**config.mk**
```make
export PLATFORM = sky130hd
export DESIGN_NAME = fetch_sequencer
export DESIGN_NICKNAME = d
export VERILOG_FILES = /design/src/rtl/fetch_sequencer.sv
export SDC_FILE = /design/constraint.sdc
export NUM_CORES = 1
export LEC_CHECK = 0
export CORE_ASPECT_RATIO = 1.4
export CORE_MARGIN = 2
export CORE_UTILIZATION = 47
export DETAILED_ROUTE_END_ITERATION = 7
export PLACE_DENSITY = 0.9
export SLEW_MARGIN = 20
export SYNTH_ARGS = -nofsm -noshare
export SYNTH_HDL_FRONTEND = slang
export SYNTH_SLANG_ARGS = --single-unit
```
**constraint.sdc**
```tcl
create_clock -name clk -period 4.5 [get_ports clk]
set_input_delay 0.9 -clock clk [delete_from_list [all_inputs] [get_ports clk]]
set_output_delay 0.9 -clock clk [all_outputs]
set_load 0.02 [all_outputs]
```
**src/rtl/fetch_sequencer.sv**
```systemverilog
// Fetch-stage sequencer: owns the PC and issues one outstanding imem fetch at a time.
// Optional FETCH_PERF_EN adds perf_fetched / perf_dropped counters.
//
// state    | meaning
// ---------+------------------------------------------------
// BOOT     | one idle cycle after reset, no request
// ISSUE    | imem_req high at pc, waiting for grant
// WAIT_RSP | request granted, waiting for response
// HOLD     | instruction presented to decode until dec_ready
// DRAIN    | discarding a response that belongs to a stale path
module fetch_sequencer #(
   parameter logic [31:0] RESET_VECTOR = 32'h0000_0000,
   parameter logic [31:0] NOP_INSTR    = 32'h0000_0013
) (
   input  logic        clk,
   input  logic        reset,
   output logic        imem_req,
   output logic [31:0] imem_addr,
   input  logic        imem_gnt,
   input  logic        imem_rvalid,
   input  logic [31:0] imem_rdata,
   output logic        instr_valid,
   output logic [31:0] instr,
   output logic [31:0] instr_pc,
   input  logic        dec_ready,
   input  logic        redirect_valid,
   input  logic [31:0] redirect_target,
`ifdef FETCH_PERF_EN
   output logic [31:0] perf_fetched,
   output logic [31:0] perf_dropped,
`endif
   output logic        fetch_misaligned
);

   typedef enum logic [2:0] {
      S_BOOT,
      S_ISSUE,
      S_WAIT_RSP,
      S_HOLD,
      S_DRAIN
   } state_t;

   state_t      r_state;
   state_t      w_state_nxt;
   logic        w_fetch_done;
   logic [31:0] r_pc;
   logic        r_imem_req;
   logic        r_instr_valid;
   logic [31:0] r_instr;
   logic [31:0] r_instr_pc;
   logic        r_misaligned;

   always_comb begin
      w_state_nxt  = r_state;
      w_fetch_done = 1'b0;
      case (r_state)
         S_BOOT: w_state_nxt = S_ISSUE;
         S_ISSUE: begin
            if (imem_gnt)
               w_state_nxt = redirect_valid ? S_DRAIN : S_WAIT_RSP;
         end
         S_WAIT_RSP: begin
            if (redirect_valid)
               w_state_nxt = imem_rvalid ? S_ISSUE : S_DRAIN;
            else if (imem_rvalid)
               w_state_nxt = S_HOLD;
         end
         S_HOLD: begin
            w_fetch_done = dec_ready;
            if (redirect_valid || dec_ready)
               w_state_nxt = S_ISSUE;
         end
         S_DRAIN: begin
            if (imem_rvalid)
               w_state_nxt = S_ISSUE;
         end
         default: w_state_nxt = S_BOOT;
      endcase
   end

   // Redirect overrides both capture and PC advance; the request flag follows the next state.
   always_ff @(posedge clk) begin
      if (reset) begin
         r_state       <= S_BOOT;
         r_pc          <= RESET_VECTOR;
         r_imem_req    <= 1'b0;
         r_instr_valid <= 1'b0;
         r_instr       <= NOP_INSTR;
         r_instr_pc    <= 32'h0;
         r_misaligned  <= 1'b0;
      end else begin
         r_state      <= w_state_nxt;
         r_imem_req   <= (w_state_nxt == S_ISSUE);
         r_misaligned <= redirect_valid && (redirect_target[1:0] != 2'b00);
         if (redirect_valid) begin
            r_pc          <= {redirect_target[31:2], 2'b00};
            r_instr_valid <= 1'b0;
            r_instr       <= NOP_INSTR;
         end else if (r_state == S_WAIT_RSP && imem_rvalid) begin
            r_instr       <= imem_rdata;
            r_instr_pc    <= r_pc;
            r_instr_valid <= 1'b1;
         end else if (w_fetch_done) begin
            r_pc          <= r_pc + 32'd4;
            r_instr_valid <= 1'b0;
            r_instr       <= NOP_INSTR;
         end
      end
   end

`ifdef FETCH_PERF_EN
   logic        w_drop;
   logic [31:0] r_perf_fetched;
   logic [31:0] r_perf_dropped;

   assign w_drop = imem_rvalid &&
                   ((r_state == S_DRAIN) || (r_state == S_WAIT_RSP && redirect_valid));

   always_ff @(posedge clk) begin
      if (reset) begin
         r_perf_fetched <= 32'h0;
         r_perf_dropped <= 32'h0;
      end else begin
         if (w_fetch_done)
            r_perf_fetched <= r_perf_fetched + 32'd1;
         if (w_drop)
            r_perf_dropped <= r_perf_dropped + 32'd1;
      end
   end

   assign perf_fetched = r_perf_fetched;
   assign perf_dropped = r_perf_dropped;
`endif

   assign imem_req         = r_imem_req;
   assign imem_addr        = r_pc;
   assign instr_valid      = r_instr_valid;
   assign instr            = r_instr;
   assign instr_pc         = r_instr_pc;
   assign fetch_misaligned = r_misaligned;

endmodule

```
==> results of run 1 <==
cells by family after synthesis:
logic type,share of synthesized area (%)
AND/OR/NAND/NOR,27.95
AO/OA/AOI/OAI,19.38
flip-flops,45.28
buffers and inverters,5.602
XOR/XNOR,1.415
adder cells (fa/ha/maj),0.2887
other,0.08655
report_power, final:
group          internal (uW)  total, uW  switching (uW)
combinational            124        233             109
clock                    545        868             323
sequential               892        940            47.5
total                   1560       2040             479
per-stage QoR:
stage / std cells / total power, uW / setup slack, ns
3_3_place_gp: 756 / 1182 / 1.290
6_report: 772 / 2041 / 1.488
3_5_place_dp: 756 / 1188 / 1.148
2_1_floorplan: 528 / 1054 / 2.356
5_1_grt: 772 / 2112 / 1.302
4_1_cts: 772 / 2050 / 1.501
layout make-up:
type / instances / area, um^2 / share of cell area, %
Clock buffer: 10 / 229.0 / 3.634
Clock inverter: 6 / 115.1 / 1.827
Inverter: 6 / 22.52 / 0.3574
Multi-Input combinational cell: 376 / 2165 / 34.35
Sequential cell: 98 / 1962 / 31.14
Tap cell: 107 / 133.9 / 2.125
Timing Repair Buffer: 169 / 1674 / 26.57
flip-flops by register name, summed over array words and instances (netlist names):
name,cells
imem_req,1
imem_addr,30
fetch_misaligned,1
instr_valid,1
instr_pc,30
instr,32
r_state,3
per-layer routing:
layer  share of wire, %  global-route usage (%)
met3                8.4                   7.363
met4                2.9                   11.01
met1                 37                   28.70
met2                 51                   44.78
met5                  0                       0
layout by cell type (no fill, tap or decap), types with 3 or more instances in the layout:
cell	n
a211oi_1	8
a21oi_1	36
a22oi_1	31
a311oi_1	12
a31oi_1	5
and3_1	5
and4_1	7
buf_4	5
bufinv_16	3
clkbuf_16	9
clkdlybuf4s50_1	163
conb_1	4
dfxtp_1	98
inv_1	6
nand2_1	81
nand3_1	18
nand4_1	13
nor2_1	56
nor2b_1	5
nor3_1	9
nor3b_1	5
nor4_1	3
o21ai_0	14
o22ai_1	3
o31ai_1	5
or3_1	8
or4_1	8
xnor2_1	3
xor2_1	4
worst register-to-register path, stage by stage, from the launching register on:
cell and delay, ns:
dfxtp_1 0.51, and4b_1 0.67, nand4_1 0.46, or4_1 0.52, a311oi_1 0.25
path summary, 6_finish.rpt:
kind                   end    startpoint  cells after the start
min reg2reg   instr_pc[12]  instr_pc[12]                      2
max            instr_pc[8]   imem_rvalid                      6
min           instr_pc[12]  instr_pc[12]                      2
max reg2reg  imem_addr[17]    r_state[1]                      4
==> results.cfg, run 1 <==
[cts]
post_cts_buffers = 0
post_cts_resized = 0
clock_latency_ns = 0.34
clk_pin_slew_worst_paths_ns = 0.07
cts_buffers = 9
clockBufferDepth = 2
cts_num_sinks = 98
clockRootBuffer = clkbuf_16
cts_tree = yes
htree_levels = 3
cts_hold_buf = 0

[route]
ant_nets = 0
vias = 4490
drcViolationCount = 0
wl_per_cell_um = 16.93
vias_per_cell = 5.816
dr.pass1.iters = 6
drtIter0Drc = 423
drt_wl_total_um = 13070

[global_route]
grt-ovfl-total = 0
antenna_found_initial = 0
track_usage_pct = 25.71
grt_pass1_vias = 4434
grt_max_degree = 55
grt_pass1_wl_um = 21030

[final_layout]
drive_above_1_share_pct = 5.263
area_delta_synth_final_pct = 45.42
final_nets = 731
design_area_mm2 = 0.006301
fill_cells = 696
insertedDiodeCount = 0
post-route-util_pct = 70.19

[setup_path]
worst-path-buf-inv = 2
cp_slowest_cell = nand2_1
critPathMaxFanout = 32
path_cells = clkdlybuf4s50_1 > nor4bb_4 > buf_4 > nand2_1 > nand2_1 > a21oi_1
start_kind = input port
critPathArrivalTime_ns = 3.21
crit_family = simple AND/OR/NAND/NOR gates
cpPeakStageDelay_ns = 0.66
cp_common_cell = nand2_1
critPathKind = in2reg
critPathCaptureType = flop
worstPathRequired_ns = 4.70
r2r_setup_slack_ns = 2.01

[min_path]
hold_class = reg2reg

[timing]
final.setup_skew_ns = 0.005279
finalHoldViolCount = 0
grt_setup_unrepaired = false
setup_viol = 0
fin_crit_ns = 3.012
max_slew_margin_pct = 33.10
fin_crit_sh_pct = 66.93
max_slew.worst_pin.slew_ns = 1.001
maxSlewViolCount = 0
whs_ns = 0.4538
clock.fmax_mhz = 332.0
finalSetupTns_ns = 0

[floorplanning]
fp.dieW_um = 85.15
die_height_um = 117.6
io_pins = 169
core_mm2 = 0.008977
initial_core_util_pct = 48.26
die-area_mm2 = 0.01001
core.rowCount = 41

[synth]
ys_seq_elements = 98
ys_warn_count = 0
synthCells = 525
synth_seq_area_share_pct = 45.28
synth_edf_count = 0
ys_top_cells_by_area = dfxtp_1 (45%), nand2_1 (7.0%), a22oi_1 (5.4%), nor2_1 (5.0%), a21oi_1 (4.2%)
yosysUniqueCellTypes = 54
synth_top_flop_cell = dfxtp_1
netlist.area_leader.share_pct = 45.28
synth_commonest_cells = dfxtp_1 (98), nand2_1 (81), nor2_1 (58), a21oi_1 (36), a22oi_1 (31)
avgSynthCellArea_um2 = 8.253
synth-async-reset-ratio_pct = 0
netlist_area_mm2 = 0.004333
synth_top_area_cell = dfxtp_1
synth.most_common_cell = dfxtp_1

[job]
drv_cap = 0

[placement]
gp_congestion = 0.8967
dpl-instance-area_mm2 = 0.005952
io_buffers = 164
dp_hpwl_um = 9443

[pwr]
power_density_mw_per_mm2 = 323.9
max-vdd-ir-drop_v = 0.0003290
p_leak_uw = 0.002126

[outcome]
status = completed
(Power assumes the default switching activity.)
==> run 2: changes to the inputs <==
--- a/config.mk
+++ b/config.mk
@@ -7,9 +7,9 @@
 export LEC_CHECK = 0
 export CORE_ASPECT_RATIO = 1.4
 export CORE_MARGIN = 2
-export CORE_UTILIZATION = 47
+export CORE_UTILIZATION = 44
 export DETAILED_ROUTE_END_ITERATION = 7
-export PLACE_DENSITY = 0.9
+export PLACE_DENSITY = 0.86
 export SLEW_MARGIN = 20
 export SYNTH_ARGS = -nofsm -noshare
 export SYNTH_HDL_FRONTEND = slang
==> constraint.sdc (replaced) <==
create_clock -name clk -period 2.8 [get_ports clk]
set_input_delay 0.56 -clock clk [delete_from_list [all_inputs] [get_ports clk]]
set_output_delay 0.56 -clock clk [all_outputs]
set_load 0.02 [all_outputs]
==> run 2 against run 1 <==
  * Critical path depth decreased by 1
  * First-iteration DRC count decreased by 41%
  * Final cell count increased by 4.5%
  * Worst hold slack got worse by 0.0028 ns
  * Clock-buffer cell count increased by 2
  * Die area increased by 6.5%
  * Total power increased by 48%
  * Worst setup slack got worse by 0.88 ns
==> results.cfg, run 2 (same netlist as run 1, synthesis figures left out) <==
[floorplanning]
die_height_um = 121.4
die-area_mm2 = 0.01067
initial_core_util_pct = 45.55
core_mm2 = 0.009512
fp.dieW_um = 87.87
io_pins = 169
core.rowCount = 42

[pwr]
power_density_mw_per_mm2 = 477.5
p_leak_uw = 0.002135
power_uw = 3018
max-vdd-ir-drop_v = 0.0003331

[final_layout]
seqCellArea_mm2 = 0.001962
largest_register_ffs = 32
multi_input_area_mm2 = 0.002160
fill_cells = 776
final_common_cell = clkdlybuf4s50_1
insertedDiodeCount = 0
drive_above_1_share_pct = 6.370
final_nets = 741
area_delta_synth_final_pct = 45.89
final_cell_mix = clkdlybuf4s50_1 (163), dfxtp_1 (98), nand2_1 (81), nor2_1 (56), a21oi_1 (36)

[cts]
htree_levels = 3
cts_num_sinks = 98
post_cts_resized = 0
cts_buffers = 9
clockBufferDepth = 2
cts_tree = yes
cts_hold_buf = 0
clk_pin_slew_worst_paths_ns = 0.07
clock_latency_ns = 0.34
post_cts_buffers = 0
clockRootBuffer = clkbuf_16

[route]
ant_nets = 0
drt_wl_total_um = 13300
drtIter0Drc = 248
dr.pass1.iters = 5
wl_per_cell_um = 16.48
drcViolationCount = 0
vias_per_cell = 5.560
vias = 4487

[timing]
clock.fmax_mhz = 456.5
fin_crit_sh_pct = 78.24
final.setup_skew_ns = 0.006890
finalSetupTns_ns = 0
finalHoldViolCount = 0
maxSlewViolCount = 0
setup_viol = 0
grt_setup_unrepaired = false
max_slew.worst_pin.slew_ns = 0.6021
fin_crit_ns = 2.191
max_slew_margin_pct = 59.53

[setup_path]
critPathKind = in2reg
critPathCaptureType = flop
reg2reg_depth = 4
start_kind = input port
path_cells = clkdlybuf4s50_1 > and4b_1 > nand4_2 > or4_1 > a311oi_1
critPathArrivalTime_ns = 2.44
critPathMaxFanout = 15
cpPeakStageDelay_ns = 0.51
timing.rr.end = imem_addr[16]
r2r-start = imem_addr[2]
cp_slowest_cell = clkdlybuf4s50_1
r2r_setup_slack_ns = 0.73
worstPathRequired_ns = 3.05

[min_path]
hold_class = reg2reg
whs_path_depth = 2
hold_path_end = instr_pc[11]
hold_path_startpoint = instr_pc[11]

[outcome]
status = completed

[global_route]
grt-ovfl-total = 0
antenna_found_initial = 0
grt_pass1_wl_um = 20990
track_usage_pct = 24.75
grt_pass1_vias = 4508
grt_max_degree = 45

[job]
drv_cap = 0

[placement]
io_buffers = 164
dp_hpwl_um = 9721
gp_congestion = 0.8247
## run 2: changes by cell type in the layout (fill, tap and decap cells not counted), sizes merged
| cell | previous run | this run |
|---|---|---|
| clkbuf | 10 | 12 |
| bufinv | 3 | 0 |
| inv | 6 | 7 |
| buf | 6 | 16 |
## run 2: area by class of cell
cell class,count,area share [%]
clock buffer,12,3.741
clock inverter,4,0.4157
inverter,6,0.3563
multi-input combinational,376,34.16
sequential,98,31.04
tap,132,2.613
timing repair buffer,179,27.67
## run 2: how the worst max path moves through the flow
| stage | from | end | slack (ns) | cells after the start |
|---|---|---|---|---|
| floorplan | imem_addr[9] | imem_addr[18] | 0.94 | 6 |
| global placement | dec_ready | imem_addr[17] | 0.31 | 5 |
| detailed placement | dec_ready | imem_addr[18] | 0.27 | 5 |
| CTS | imem_addr[19] | imem_addr[19] | 0.62 | 1 |
| global route | dec_ready | imem_addr[21] | 0.47 | 6 |
| finish | dec_ready | imem_addr[16] | 0.61 | 5 |
## run 2: layer usage
layer  vias up  global-route usage [%]  wire length [um]
met5         -                       0                 0
met4         0                   10.00               297
met3        20                   7.415              1103
met2       205                   42.85              6780
met1      2092                   27.84              5120
li1       2170                       -                 -
## run 2: report_power, final
part           internal (uW)  switching (uW)  leakage, uW
Combinational            206             178      0.00121
Sequential              1430            75.7     0.000798
Clock                    604             521     0.000127
Total                   2240             775      0.00213
## run 2: critical path, delay by kind of cell
kind / cells / cell delay (ns)
AOI/OAI and AO/OA: 1 / 0.25
and+or+nand+nor: 3 / 1.12
buffers and inverters: 1 / 0.51
## run 2: through the flow
| step | instances | cell area (um^2) | hold slack [ns] | worst slack [ns] | utilization [%] |
|---|---|---|---|---|---|
| floorplan | 528 | 4344 | 0.5345 | 0.9426 | - |
| global placement | 791 | 6058 | 0.4428 | 0.3136 | 63.69 |
| detailed placement | 791 | 6058 | 0.4478 | 0.2739 | 63.69 |
| CTS | 807 | 6321 | 0.4571 | 0.6237 | 66.46 |
| global route | 807 | 6321 | 0.4645 | 0.4693 | 66.46 |
| finish | 807 | 6321 | 0.4510 | 0.6094 | 66.46 |
